[config.mk]
export PLATFORM = sky130hd
export DESIGN_NAME = adiv5_arbiter_flat
export DESIGN_NICKNAME = d
export VERILOG_FILES = /design/src/rtl/adiv5_arbiter_if.sv /design/src/rtl/adiv5_arbiter.sv /design/src/flat_wrapper.sv
export SDC_FILE = /design/constraint.sdc
export NUM_CORES = 1
export LEC_CHECK = 0
export CAP_MARGIN = 20
export CORE_MARGIN = 5
export CORE_UTILIZATION = 34
export CTS_BUF_LIST = sky130_fd_sc_hd__clkbuf_4
export DETAILED_ROUTE_END_ITERATION = 6
export PLACE_DENSITY = 0.82
export SYNTH_ARGS = -nofsm -noshare
export SYNTH_HDL_FRONTEND = slang
export SYNTH_SLANG_ARGS = --single-unit
[constraint.sdc]
create_clock -name CLK -period 3.5 [get_ports CLK]
set_input_delay 0.7 -clock CLK [delete_from_list [all_inputs] [get_ports CLK]]
set_output_delay 0.7 -clock CLK [all_outputs]
set_load 0.01 [all_outputs]
[src/rtl/adiv5_arbiter_if.sv]
// adiv5_arbiter_if: requester, downstream FIFO and status signals of the ADIv5 DP arbiter
interface adiv5_arbiter_if #(
  parameter int NREQ = 2,
  parameter int TAG_AW = 2
);
  logic [NREQ-1:0] REQ_VALID, REQ_LOCK, REQ_READY, RSP_VALID, RSP_READY;
  logic [40*NREQ-1:0] REQ_CMD;
  logic [34:0] RSP_DATA, RDDATA;
  logic [39:0] WRDATA;
  logic WREN, WRFULL, RDEN, RDEMPTY, ERR;
  logic [TAG_AW:0] OUTSTANDING;
  modport slave(
    input REQ_VALID, REQ_LOCK, REQ_CMD, RSP_READY, WRFULL, RDDATA, RDEMPTY,
    output REQ_READY, RSP_DATA, RSP_VALID, WRDATA, WREN, RDEN, OUTSTANDING, ERR
  );
  modport master(
    output REQ_VALID, REQ_LOCK, REQ_CMD, RSP_READY, WRFULL, RDDATA, RDEMPTY,
    input REQ_READY, RSP_DATA, RSP_VALID, WRDATA, WREN, RDEN, OUTSTANDING, ERR
  );
endinterface

[src/rtl/adiv5_arbiter.sv]
// adiv5_arbiter: round-robin/lockable sharing of one ADIv5 DP command/response FIFO pair
module adiv5_arbiter #(
  parameter int NREQ = 2,
  parameter int TAG_AW = 2
) (
  input logic CLK,
  input logic RESET,
  adiv5_arbiter_if.slave bus
);
  localparam int IW = NREQ > 1 ? $clog2(NREQ) : 1;
  localparam int DEPTH = 1 << TAG_AW;
  typedef enum logic {ARB, OWN} cstate_t;
  typedef enum logic [1:0] {R_IDLE, R_CAP, R_HOLD} rstate_t;
  cstate_t cs_q, cs_d;
  rstate_t rs_q, rs_d;
  logic [IW-1:0] ptr_q, ptr_d, gnt_q, gnt_d, owner_q, owner_d, sel;
  logic [IW-1:0] tag_q [DEPTH];
  logic [IW-1:0] tag_d [DEPTH];
  logic [TAG_AW-1:0] wp_q, wp_d, rp_q, rp_d;
  logic [TAG_AW:0] cnt_q, cnt_d;
  logic [34:0] rsp_data_q, rsp_data_d;
  logic [NREQ-1:0] rsp_valid_q, rsp_valid_d;
  logic err_q, err_d, found, accept, push, pop;
  logic [39:0] cmd;
  always_comb begin
    found = 1'b0;
    sel = ptr_q;
    for (int i = 0; i < NREQ; i++) begin
      if (!found && bus.REQ_VALID[(int'(ptr_q) + i) % NREQ]) begin
        found = 1'b1;
        sel = IW'((int'(ptr_q) + i) % NREQ);
      end
    end
  end
  // reads additionally need a free tag slot; writes never wait on the tag FIFO
  assign cmd = bus.REQ_CMD[40*gnt_q +: 40];
  assign accept = cs_q == OWN && bus.REQ_VALID[gnt_q] && !bus.WRFULL &&
                  (!cmd[0] || cnt_q != (TAG_AW+1)'(DEPTH));
  assign push = accept && cmd[0];
  assign pop = rs_q == R_CAP && cnt_q != '0;
  assign bus.WREN = accept;
  assign bus.WRDATA = accept ? cmd : '0;
  assign bus.REQ_READY = accept ? NREQ'(1) << gnt_q : '0;
  assign bus.RDEN = rs_q == R_IDLE && !bus.RDEMPTY;
  assign bus.RSP_DATA = rsp_data_q;
  assign bus.RSP_VALID = rsp_valid_q;
  assign bus.OUTSTANDING = cnt_q;
  assign bus.ERR = err_q;
  always_comb begin
    cs_d = cs_q;
    gnt_d = gnt_q;
    ptr_d = ptr_q;
    if (cs_q == ARB) begin
      cs_d = found ? OWN : ARB;
      gnt_d = found ? sel : gnt_q;
    end else if (!bus.REQ_LOCK[gnt_q] && (accept || !bus.REQ_VALID[gnt_q])) begin
      cs_d = ARB;
      ptr_d = !accept ? ptr_q : (int'(gnt_q) == NREQ - 1) ? '0 : gnt_q + 1'b1;
    end
  end
  always_comb begin
    tag_d = tag_q;
    wp_d = wp_q + TAG_AW'(push);
    rp_d = rp_q + TAG_AW'(pop);
    cnt_d = cnt_q + (TAG_AW+1)'(push) - (TAG_AW+1)'(pop);
    if (push) tag_d[wp_q] = gnt_q;
  end
  // an empty tag FIFO at capture time means the response has no owner
  always_comb begin
    rs_d = rs_q;
    rsp_data_d = rsp_data_q;
    rsp_valid_d = rsp_valid_q;
    owner_d = owner_q;
    err_d = 1'b0;
    if (rs_q == R_IDLE) begin
      rs_d = bus.RDEMPTY ? R_IDLE : R_CAP;
    end else if (rs_q == R_CAP) begin
      rs_d = pop ? R_HOLD : R_IDLE;
      err_d = !pop;
      owner_d = pop ? tag_q[rp_q] : owner_q;
      rsp_data_d = pop ? bus.RDDATA : rsp_data_q;
      rsp_valid_d = pop ? NREQ'(1) << tag_q[rp_q] : rsp_valid_q;
    end else if (bus.RSP_READY[owner_q]) begin
      rs_d = R_IDLE;
      rsp_data_d = '0;
      rsp_valid_d = '0;
    end
  end
  always_ff @(posedge CLK) begin
    if (RESET) begin
      cs_q <= ARB;
      rs_q <= R_IDLE;
      ptr_q <= '0;
      gnt_q <= '0;
      owner_q <= '0;
      wp_q <= '0;
      rp_q <= '0;
      cnt_q <= '0;
      rsp_data_q <= '0;
      rsp_valid_q <= '0;
      err_q <= 1'b0;
    end else begin
      cs_q <= cs_d;
      rs_q <= rs_d;
      ptr_q <= ptr_d;
      gnt_q <= gnt_d;
      owner_q <= owner_d;
      wp_q <= wp_d;
      rp_q <= rp_d;
      cnt_q <= cnt_d;
      rsp_data_q <= rsp_data_d;
      rsp_valid_q <= rsp_valid_d;
      err_q <= err_d;
    end
  end
  always_ff @(posedge CLK) tag_q <= tag_d;
endmodule
[src/flat_wrapper.sv]
// flat-port wrapper written by rule: the top's interface ports become plain ports
module adiv5_arbiter_flat 
#(
  parameter int NREQ = 2,
  parameter int TAG_AW = 2
)
  (CLK, RESET, bus_REQ_VALID, bus_REQ_LOCK, bus_REQ_CMD, bus_RSP_READY, bus_WRFULL, bus_RDDATA, bus_RDEMPTY, bus_REQ_READY, bus_RSP_DATA, bus_RSP_VALID, bus_WRDATA, bus_WREN, bus_RDEN, bus_OUTSTANDING, bus_ERR);
  adiv5_arbiter_if #(.NREQ(NREQ), .TAG_AW(TAG_AW)) bus_i ();
  input logic CLK;
  input logic RESET;
  input wire logic [$bits(bus_i.REQ_VALID)-1:0] bus_REQ_VALID;
  input wire logic [$bits(bus_i.REQ_LOCK)-1:0] bus_REQ_LOCK;
  input wire logic [$bits(bus_i.REQ_CMD)-1:0] bus_REQ_CMD;
  input wire logic [$bits(bus_i.RSP_READY)-1:0] bus_RSP_READY;
  input wire logic [$bits(bus_i.WRFULL)-1:0] bus_WRFULL;
  input wire logic [$bits(bus_i.RDDATA)-1:0] bus_RDDATA;
  input wire logic [$bits(bus_i.RDEMPTY)-1:0] bus_RDEMPTY;
  output wire logic [$bits(bus_i.REQ_READY)-1:0] bus_REQ_READY;
  output wire logic [$bits(bus_i.RSP_DATA)-1:0] bus_RSP_DATA;
  output wire logic [$bits(bus_i.RSP_VALID)-1:0] bus_RSP_VALID;
  output wire logic [$bits(bus_i.WRDATA)-1:0] bus_WRDATA;
  output wire logic [$bits(bus_i.WREN)-1:0] bus_WREN;
  output wire logic [$bits(bus_i.RDEN)-1:0] bus_RDEN;
  output wire logic [$bits(bus_i.OUTSTANDING)-1:0] bus_OUTSTANDING;
  output wire logic [$bits(bus_i.ERR)-1:0] bus_ERR;
  assign bus_i.REQ_VALID = bus_REQ_VALID;
  assign bus_i.REQ_LOCK = bus_REQ_LOCK;
  assign bus_i.REQ_CMD = bus_REQ_CMD;
  assign bus_i.RSP_READY = bus_RSP_READY;
  assign bus_i.WRFULL = bus_WRFULL;
  assign bus_i.RDDATA = bus_RDDATA;
  assign bus_i.RDEMPTY = bus_RDEMPTY;
  assign bus_REQ_READY = bus_i.REQ_READY;
  assign bus_RSP_DATA = bus_i.RSP_DATA;
  assign bus_RSP_VALID = bus_i.RSP_VALID;
  assign bus_WRDATA = bus_i.WRDATA;
  assign bus_WREN = bus_i.WREN;
  assign bus_RDEN = bus_i.RDEN;
  assign bus_OUTSTANDING = bus_i.OUTSTANDING;
  assign bus_ERR = bus_i.ERR;
  adiv5_arbiter #(.NREQ(NREQ), .TAG_AW(TAG_AW)) u_core (.CLK(CLK), .RESET(RESET), .bus(bus_i));
endmodule
* Word-level counts from Yosys, hierarchy flattened *
Index checks and enable logic that the tools add are counted.

operators by class
  $lt $le $gt $ge = 7
  shift operators = 3
  $add $sub $neg = 6
  bitwise logic cells = 6
  reductions and logical operators = 27
  mux-type cells = 36
  equality and inequality tests = 3
  multipliers = 1

operators with widths
  kind                                                count
  2-to-1 mux 35 bit                                   3
  variable part select 80 x 8 -> 40 bit               1
  2-to-1 mux 40 bit                                   1
  2-to-1 mux 1 bit                                    22
  2-to-1 mux 2 bit                                    7
  logical AND 1 bit                                   9
  AND reduction 3 bit                                 3
  zero test 1 bit                                     7
  >= comparator 3 bit, second input constant          2
  < comparator 1 x 2 -> 1 bit, second input constant  3
  inverter 2 -> 3 bit                                 2
  nonzero test 3 bit                                  2
  adder 2 x 1 -> 2 bit                                2
  bitwise mux 4 bit                                   1
  multiplier 3 x 1 -> 4 bit, first input constant     1
  left shift 1 x 1 -> 2 bit, first input constant     2
  adder 3 x 1 -> 3 bit                                1
  < comparator 2 x 3 -> 1 bit, second input constant  1
  < comparator 3 x 1 -> 1 bit, second input constant  1
  != test 3 bit, second input constant                1
  inverter 1 bit                                      3
  OR reduction 3 bit                                  1
  subtractor 3 x 1 -> 3 bit                           1
  adder 1 bit, second input constant                  2
  other kinds (9)                                     10

word-level totals
  logic and storage cells = 104
  output and inout bits = 85
  flip-flop bits (word level) = 55

* Depth between registers and ports, before layout *
Gate-level depths: netlist (run 1).

  depth in word-level cells = 9
  depth in mapped cells = 11
  depth with buffers taken out = 9

* Worst setup path after synthesis (run 1) *
OpenSTA, ideal clock, no wires.

  path kind = input -> register
  start point = in bus_REQ_CMD[40]
  end point = reg u_core.cnt_q[2], in the netlist u_core.bus.OUTSTANDING[2]
  path buffers = 1
  cell stages on the path = 10
  path slack = 0.622 ns
  data required time = 3.422 ns
  arrival = 2.800 ns
  path through = mux2i_1 -> o211ai_2 -> clkbuf_1 -> nor2_1 -> ha_1 -> inv_1 -> fa_1 -> xor2_1 -> and2_1 -> nor3_1

on the way
  cells in the longest elaborated chain, start to end = 7

ends and longest elaborated chain
  item                                     line                  source
  start, declared                          flat_wrapper.sv:13    input wire logic [$bits(bus_i.REQ_CMD)-1:0] bus_REQ_CMD;
  variable part select 80 x 8 -> 40 bit *  adiv5_arbiter.sv:36   assign cmd = bus.REQ_CMD[40*gnt_q +: 40];
  zero test 1 bit                          adiv5_arbiter.sv:38   (!cmd[0] || cnt_q != (TAG_AW+1)'(DEPTH));
  logical OR 1 bit                         adiv5_arbiter.sv:38
  logical AND 1 bit                        adiv5_arbiter.sv:37   assign accept = cs_q == OWN && bus.REQ_VALID[gnt_q] && !bus.WRFULL &&
  logical AND 1 bit *                      adiv5_arbiter.sv:39   assign push = accept && cmd[0];
  adder 3 x 1 -> 3 bit *                   adiv5_arbiter.sv:65   cnt_d = cnt_q + (TAG_AW+1)'(push) - (TAG_AW+1)'(pop);
  subtractor 3 x 1 -> 3 bit *              adiv5_arbiter.sv:65
  end signal, assigned                     adiv5_arbiter.sv:110  cnt_q <= cnt_d;
  end, declared                            adiv5_arbiter.sv:20   logic [TAG_AW:0] cnt_q, cnt_d;

Every way passes the cells marked *; elsewhere a longest branch is shown, timed or not.
A chain may end at the register's enable or synchronous reset.

* Worst setup path after layout (run 1) *
  start point = in bus_REQ_CMD[40]
  end point = out bus_WRDATA[23]

on the way
  cells in the longest elaborated chain, start to end = 5

ends and longest elaborated chain
  item                                   line                 source
  variable part select 80 x 8 -> 40 bit  adiv5_arbiter.sv:36
  zero test 1 bit                        adiv5_arbiter.sv:38
  logical OR 1 bit                       adiv5_arbiter.sv:38
  logical AND 1 bit                      adiv5_arbiter.sv:37
  2-to-1 mux 40 bit                      adiv5_arbiter.sv:42  assign bus.WRDATA = accept ? cmd : '0;
  end, declared                          flat_wrapper.sv:21   output wire logic [$bits(bus_i.WRDATA)-1:0] bus_WRDATA;

No other way between the ends.

==> results, run 1 <==
- The completed layout was analyzed and its total power is 1.494 mW.
- The area of the mapped netlist is around 0.0027 mm2.
- The launch instance of the worst register-to-register path is u_core.bus.OUTSTANDING[2]$_SDFF_PP0_.
- The leakage component of the power is ~1.8 nW.
- Among all flip-flop cells after synthesis, the most frequent one is dfxtp_1.
- The peak per-stage delay on the critical path is about 0.50 ns.
- Synthesis produced a netlist with a net count of about 400.
- The startpoint of the tightest hold check path is u_core.bus.RSP_DATA[4]$_SDFFE_PP0P_.
- Of all nets on the critical path, the largest fanout is 15.
- The final weighted congestion in routability-driven placement is roughly 0.83.
- The effective utilization at floorplan is 0.3476.
- The full die area is between 0.009 and 0.01 mm2.
- The standard cell with the maximum stage delay on the critical path is clkdlybuf4s50_1.
- The biggest area contributor in the post-synthesis netlist is dfxtp_1.
- The TritonCTS buffer count is 5.
- Synthesis produced between 200 and 300 cells.
- The clock edge transition at the registers on the reported setup and hold paths is about 0.15 ns.
- The total negative setup slack is 0 ns.
- For this run, design rule violations remaining after detail routing come to 0.
- The total I/O pin count is 210.
- The critical path's top delay family is buffers and inverters.
- Setup repair after global routing left no endpoint under its margin.
- The hold violation count in the final report was 0.
- The count of buffers added on input and output ports is 209.
- The via count is between 2000 and 3000.
- Subtracting the final worst setup slack from the clock period gives 3.366 ns.
- The count of maximum capacitance violations is 0.
- Entering global routing, the biggest net connects 36 pins.
- The most critical setup path has its startpoint at bus_REQ_CMD[40].
- The overall routing resource usage is 0.1878.
- The required time of the worst setup path is about 2.8 ns.
- Derived from the worst setup path, the maximum achievable clock frequency is ~0.3 GHz.
- In this run the worst hold path is classified as flop to flop.
- The CTS root buffer is clkbuf_4.
- The layout cell share with drive strength beyond 1 is 0.1055.
- In this run, post-CTS repair resized a total of 0 instances.
- Measured against its own limit, the worst slew margin works out to 0.5797.
- Counting both buffers and inverters, the worst setup path holds a total of 4.
- Buffers inserted to repair hold after CTS numbered 0.
- The routed length per placed instance is about 17 um.
- In this run the core area contains 32 standard-cell rows.
- The commonest cells after synthesis are dfxtp_1 (51), nor2_1 (51), mux2i_1 (41), a22o_2 (18), a22o_1 (16).
- The flow ran to the end, and the final reports show no timing, DRC or antenna violations.
- The first global-routing pass estimated 14.86 mm of wire.
- The average cell area after synthesis is 10.06 um2.
- The final cycle utilization of the critical path is 0.9618.
- The synthesized flop and latch total is 55.
- Setup violations remaining at the end of the flow were counted as 0.
- The signal on the critical path passes through clkdlybuf4s50_1 -> mux2i_1 -> buf_4 -> o211ai_4 -> buf_4 -> nor2_1 -> clkdlybuf4s50_1.
- The count of flip-flops with a built-in enable after synthesis is 4.
- The number of fill cells is approximately 630.
- The H-tree was split into 2 levels.
- The sort of element at the end of the critical path is a primary output.
- The share of the Yosys chip area taken by registers is 0.4248.
- CTS saw 55 sinks.
- The number of detailed-route iterations in the first pass is 4.
- No sink is reached through more buffers than the 2 on the longest clock path.
- Between clock sinks in the finished design, the worst skew comes to 0.009805 ns.
- The HPWL after detailed placement is between 8 and 9 mm.
- The distinct cell type count of the synthesized netlist is 44.
- The worst setup path is of the input port to primary output kind.
- The number of antenna violations at the first check in global routing is 0.
- Relative to the synthesized area, the layout overhead comes to 83.93%.
- The via count of the first global-routing pass is between 2000 and 3000.
- The antenna violation net count after detailed routing is 0.
- The repair_antennas step left the layout with diodes totalling 0.
- After detailed routing, the number of vias per cell comes to slightly above 5.
- TritonCTS built the clock tree.
- Sorting the synthesized cells by area gives the leading types as dfxtp_1 (38%), mux2i_1 (15%), nor2_1 (7.1%), a22o_2 (6.7%), a22o_1 (5.2%).
- The horizontal extent of the die is approximately 99 um.
- The clock insertion delay at the later pin of the skew report is about 0.37 ns.
- After clock tree synthesis, the setup repair step added 0 buffers.
- The max-slew violation count is 0.
- The core region is 0.007727 mm2.
- The slew at the pin closest to its max-slew limit is roughly 0.63 ns.
- Summed over all layers, the global routing overflow is 0.
- STA classifies the critical path startpoint as an input port.
- The proportion of netlist area held by the largest area contributor is 0.3801.
- Across the VDD grid, the largest voltage drop is between 0.00015 and 0.0002 V.
- The number of warnings issued by yosys is 0.
- The total length of routed wires is roughly 9.6 mm.
- The number of nets in the final layout is ~600.
- The height of the die is 98.89 um.
- After the first detailed-routing iteration, the DRC count stood at 91.
- The fraction of registers with async set or reset after synthesis is 0.
- The arrival time of the worst setup path is 2.67 ns.
- Power spread over the standard cell area amounts to 302.4 mW/mm2.
==> power breakdown <==
part	switching, mW	leakage [nW]	internal [mW]
clock	0.194	0.0358	0.0789
combinational	0.203	1.32	0.304
sequential	0.0376	0.449	0.676
==> cell usage in the layout, fill, tap and decap left out, types with 2 or more instances in the layout <==
| cell type | n |
|---|---|
| clkdlybuf4s50_1 | 209 |
| nor2_1 | 51 |
| dfxtp_1 | 50 |
| mux2i_1 | 41 |
| a22o_2 | 18 |
| a22o_1 | 16 |
| buf_4 | 8 |
| nor2b_1 | 6 |
| a21oi_1 | 6 |
| inv_1 | 5 |
| clkbuf_4 | 5 |
| nor3_1 | 4 |
| o21ai_0 | 4 |
| edfxtp_1 | 4 |
| mux2_2 | 3 |
| nor4b_1 | 3 |
| nand2_1 | 3 |
| or3_1 | 2 |
| nand2b_1 | 2 |
| and2_1 | 2 |
| a31o_2 | 2 |
| a31oi_1 | 2 |
| nand3_1 | 2 |
| ha_1 | 2 |
| inv_4 | 2 |
==> worst paths after layout <==
| path | end | slack, ns | depth (start not counted) |
|---|---|---|---|
| worst min register to register | u_core.bus.RSP_DATA[4]$_SDFFE_PP0P_ | 0.50 | 1 |
| worst min-delay path | u_core.bus.RSP_DATA[4]$_SDFFE_PP0P_ | 0.50 | 1 |
| worst max-delay path | bus_WRDATA[23] | 0.13 | 7 |
| worst max register to register | u_core.bus.OUTSTANDING[2]$_SDFF_PP0_ | 1.03 | 10 |
==> final cells by class <==
cell class                      instances  area, um2  area share
Timing Repair Buffer                  218       2172      0.4396
Multi-Input combinational cell        187       1421      0.2877
Sequential cell                        55       1142      0.2312
Clock inverter                          3      17.52    0.003545
Tap cell                              102      127.6     0.02583
Clock buffer                            5      37.54    0.007597
Inverter                                6      22.52    0.004558
==> state kept, by name, indices dropped and copies added, names as in the netlist, 2 cells and up <==
name and flops:
u_core.tag_q 4, u_core.bus.OUTSTANDING 3, u_core.bus.RSP_VALID 2, u_core.rp_q 2, u_core.bus.RSP_DATA 35, u_core.rs_q 2
u_core.wp_q 2
==> per-layer routing <==
metal  up-vias  share of wire  global-route usage  routed length (um)
li1       1381              -                   -                   -
met1      1343           0.34              0.1810                3274
met2       160           0.51              0.3538                4942
met3        11           0.13             0.09059                1231
met4         0          0.018             0.04937                 178
met5         -              0                   0                   0
==> metrics by stage <==
step	hold WS, ns	area, um2	setup WS (ns)	utilization	cells
after global placement	0.4605	4886	0.1531	0.6323	568
after detailed placement	0.4625	4886	0.09897	0.6323	568
after global routing	0.5177	4941	0.0006066	0.6394	576
final	0.4970	4941	0.1336	0.6394	576
after CTS	0.5022	4941	0.09813	0.6394	576
after floorplan	0.4548	2686	0.6221	-	267
==> cells by family after synthesis <==
| kind of cell | count (synthesis) | share of synthesized area |
|---|---|---|
| AND/OR/NAND/NOR | 81 | 0.1430 |
| AO/OA/AOI/OAI | 56 | 0.1858 |
| flip-flops | 55 | 0.4248 |
| multiplexers | 45 | 0.1737 |
| buffers and inverters | 25 | 0.04937 |
| adder cells (fa/ha/maj) | 3 | 0.01677 |
| XOR/XNOR | 2 | 0.006522 |
No activity file was read; power rests on OpenSTA's default activity.
==> run 2: changes to the inputs <==
--- a/config.mk
+++ b/config.mk
@@ -10,6 +10,7 @@
 export CORE_UTILIZATION = 34
 export CTS_BUF_LIST = sky130_fd_sc_hd__clkbuf_4
 export DETAILED_ROUTE_END_ITERATION = 6
+export GPL_TIMING_DRIVEN = 0
 export PLACE_DENSITY = 0.82
 export SYNTH_ARGS = -nofsm -noshare
 export SYNTH_HDL_FRONTEND = slang
==> run 2 against run 1 <==
Against the previous run: clock skew decreased by 0.0033 ns; register-to-register slack got worse by 0.18 ns; first-iteration DRC count increased by 6.6%; sequential share of layout area decreased by 0.37 points; clock power increased by 30%; fmax increased by 3.3%; wire length decreased by 1.2%; critical path type unchanged.
==> results, run 2 (synthesis results as in run 1) <==
- Outcome: complete, no violations (unchanged).
- The per-cell via count in the routed design is 4.840 (was 5.026).
- The layout cell share with drive strength beyond 1 came to 0.1136 (was 0.1055).
- The clock group share of total power is 0.222 (was 0.183).
- The standard cell with the maximum stage delay on the critical path was clkdlybuf4s50_1 (unchanged).
- The overall routing resource usage is 0.1871 (was 0.1878).
- The iteration-0 DRC count of the detailed router is 97 (was 91).
- The total congestion overflow after global routing is 0 (unchanged).
- The number of nets in the final layout is 611 (was 601).
- The portion of total power attributed to combinational logic was 0.333 (was 0.339).
- The global-route met2 utilization was 0.3523 (was 0.3538).
- The effective utilization at floorplan came to 0.3476 (unchanged).
- The pin count of the biggest net entering global routing is 19 (was 36).
- The final setup skew is 0.006555 ns (was 0.009805 ns).
- The final critical-path setup slack is 0.2425 ns (was 0.1336 ns).
- The cell that appears most often on the critical path is clkdlybuf4s50_1.
- The sort of element at the end of the critical path is a primary output (unchanged).
- The total chip power is 1.597 mW (was 1.494 mW).
- The number of cells traversed by the worst register-to-register path is 11 (was 10).
- The total area of sequential cells is 0.001141 mm2 (was 0.001142 mm2).
- The number of fill cells is 614 (was 627).
- The post-layout instance area is 0.005016 mm2 (was 0.004941 mm2).
- The via count is 2836 (was 2895).
- The type of the setup path with the least slack is input port to primary output (unchanged).
- The highest ir drop seen on vdd is 0.0001654 V (was 0.0001621 V).
- The layout overhead on the synthesized area is 86.73% (was 83.93%).
- The hold buffer count at cts was 0 (unchanged).
- The endpoint of the worst register-to-register path is u_core.bus.OUTSTANDING[2]$_SDFF_PP0_ (unchanged).
- The combined area of the multi-input logic cells is 0.001436 mm2 (was 0.001421 mm2).
- The path category of the worst min-delay check is flop to flop (unchanged).
- The headroom to the max-slew limit is 0.5310 (was 0.5797).
- Top library cells by usage in the layout, fill and taps aside: clkdlybuf4s50_1 (208), dfxtp_1 (51), nor2_1 (50), mux2i_1 (40), a22o_2 (18) (was clkdlybuf4s50_1 (209), nor2_1 (51), dfxtp_1 (50), mux2i_1 (41), a22o_2 (18)).
- The final weighted congestion in routability-driven placement is 0.8230 (was 0.8274).
- RSZ-0062 raised after global routing: false (unchanged).
- The number of sinks driven by the clock tree is 55 (unchanged).
- The full die area came to 0.009778 mm2 (unchanged).
- The critical path's top delay family was buffers and inverters (unchanged).
- The startpoint of the tightest hold check path is u_core.bus.RSP_DATA[0]$_SDFFE_PP0P_ (was u_core.bus.RSP_DATA[4]$_SDFFE_PP0P_).
- The global-route wire length before repair was 14.74 mm (was 14.86 mm).
- The fraction of met3 tracks used by global routing came to 0.07006 (was 0.09059).
- The met1 capacity usage during global routing is 0.1880 (was 0.1810).
- The number of buffer and inverter stages on the critical path is 3 (was 4).
- The cell-internal power is 1.152 mW (was 1.060 mW).
- The shortest clock period the worst path allows after layout is 3.258 ns (was 3.366 ns).
- The height of the die is 98.89 um (unchanged).
- The CTS root buffer was clkbuf_4 (unchanged).
- The peak per-stage delay on the critical path was 0.58 ns (was 0.50 ns).
- The clock insertion delay at the later pin of the skew report is 0.37 ns (about the same).
- The DRC violation count after routing came to 0 (unchanged).
- The endpoint of the worst hold path is u_core.bus.RSP_DATA[0]$_SDFFE_PP0P_ (was u_core.bus.RSP_DATA[4]$_SDFFE_PP0P_).
- The total length of routed wires is 9.507 mm (was 9.626 mm).
- The HPWL after detailed placement was 8.006 mm (was 8.155 mm).
- The final cycle utilization of the critical path is 0.9307 (was 0.9618).
- The number of detailed-route iterations in the first pass is 4 (unchanged).
- The arrival time of the worst setup path is 2.56 ns (was 2.67 ns).
- The depth of the CTS H-tree came to 2 (unchanged).
- The max-slew violation count was 0 (unchanged).
- The worst hold margin is 0.4983 ns (was 0.4970 ns).
- The power per cell area is 318.3 mW/mm2 (was 302.4 mW/mm2).
- The number of flip-flops under the largest register name came to 35 (unchanged).
- The setup slack on the worst flop-to-flop path was 0.85 ns (was 1.03 ns).
- The share of power burned in registers is 0.444 (was 0.478).
- The launch instance of the worst register-to-register path is u_core.gnt_q$_SDFFE_PP0P_ (was u_core.bus.OUTSTANDING[2]$_SDFF_PP0_).
- The post-placement setup slack is -0.4968 ns (was 0.09897 ns).
- The switching part of the total power is 0.2784 (was 0.2908).
- The TritonCTS buffer count is 5 (unchanged).
- The routed length per placed instance is 16.22 um (was 16.71 um).
- The final count of negative-setup-slack endpoints came to 0 (unchanged).
- The number of stages on the worst hold path was 1 (unchanged).
- The slew at the pin closest to its max-slew limit is 0.7035 ns (was 0.6257 ns).
- The horizontal extent of the die came to 98.89 um (unchanged).
- The cell total after placement is 577 (was 568).
- The via count of the first global-routing pass is 2994 (was 2991).
- The final antenna diode count is 0 (unchanged).
- The clock edge transition at the registers on the reported setup and hold paths is 0.15 ns (about the same).
- The count of standard-cell rows is 32 (unchanged).
- The maximum root-to-sink buffer count was 2 (unchanged).
- Cells along the critical path: clkdlybuf4s50_1 -> mux2_2 -> o211ai_4 -> buf_2 -> nor2_2 -> clkdlybuf4s50_1 (was clkdlybuf4s50_1 -> mux2i_1 -> buf_4 -> o211ai_4 -> buf_4 -> nor2_1 -> clkdlybuf4s50_1).
- The fmax is 0.3070 GHz (was 0.2970 GHz).
- The hold violation count in the final report is 0 (unchanged).
- The most common cell after layout, fill and taps aside is clkdlybuf4s50_1 (unchanged).
- The required time of the worst setup path came to 2.80 ns (about the same).
- The most used routing layer in global routing is met2 (unchanged).
- The total I/O pin count is 210 (unchanged).
- The TritonCTS clock tree is built (unchanged).
- The count of input and output buffers was 208 (was 209).
- The count of maximum capacitance violations came to 0 (unchanged).
- The total cell area at the placement stage is 0.004896 mm2 (was 0.004886 mm2).
- The leakage component of the power is 1.835 nW (was 1.809 nW).
- The switching component of the power came to 0.4444 mW (was 0.4344 mW).
- The kind of start point of the critical path is an input port (unchanged).
- The number of antenna violations at the first check in global routing is 0 (unchanged).
- The placeable core region is 0.007727 mm2 (unchanged).
- The number of standard cells in the layout, taps in and fillers out was 586 (was 576).
- The maximum fanout encountered on the critical timing path was 10 (was 15).
- The antenna violation net count after detailed routing is 0 (unchanged).
-- run 2: cell types whose count changed in the layout (fill, tap and decap cells not counted), moves of 2 or more --
| cell | before | now |
|---|---|---|
| buf_2 | 0 | 7 |
| buf_4 | 8 | 1 |
| clkbuf_1 | 0 | 5 |
| buf_6 | 0 | 4 |
| buf_1 | 0 | 2 |
| inv_4 | 2 | 0 |
-- run 2: final cells by class --
type	instances	area share
multi-input cells	187	0.2864
clock inverters	3	0.009479
repair buffers	209	0.4166
inverters	6	0.004490
clock buffers	5	0.007483
plain buffers	19	0.02270
well taps	102	0.02544
flip-flops and latches	55	0.2275
-- run 2: how the worst max path moves through the flow --
stage / start / endpoint / slack, ns / cells after the start
4_1_cts: u_core.gnt_q$_SDFFE_PP0P_ / bus_WRDATA[0] / 0.0002 / 6
3_5_place_dp: bus_REQ_CMD[40] / bus_WRDATA[0] / -0.50 / 6
2_1_floorplan: bus_REQ_CMD[40] / u_core.bus.OUTSTANDING[2]$_SDFF_PP0_ / 0.62 / 10
5_1_grt: u_core.gnt_q$_SDFFE_PP0P_ / bus_WRDATA[0] / 0.05 / 6
6_report: bus_REQ_VALID[1] / bus_WRDATA[0] / 0.24 / 6
3_3_place_gp: bus_REQ_CMD[40] / bus_WRDATA[0] / -0.42 / 6
-- run 2: power groups by stage --
stage	clock, mW	combinational, mW	sequential, mW
2_1_floorplan	0	0.225	0.734
6_report	0.355	0.532	0.709
5_1_grt	0.395	0.573	0.717
3_3_place_gp	0	0.517	0.721
3_5_place_dp	0	0.526	0.723
4_1_cts	0.369	0.534	0.709
-- run 2: routing by layer --
layer / share of wire / vias to the layer above
met1: 0.36 / 1278
met4: 0.020 / 0
met3: 0.11 / 11
met5: 0 / -
li1: - / 1398
met2: 0.51 / 149
-- run 2: per-stage QoR --
step,setup TNS (ns),util
6_report,0,0.6491
5_1_grt,0,0.6491
4_1_cts,0,0.6477
3_5_place_dp,-9.661,0.6336
3_3_place_gp,-6.927,0.6336
2_1_floorplan,0,-
-- run 2: what timing repair did --
item / CTS / global route
gates resized for setup: 4 / 3
setup buffers: 1 / 0
setup endpoints to repair: 43 / 36
hold endpoints to repair: 0 / 0
pin swaps: 0 / 0
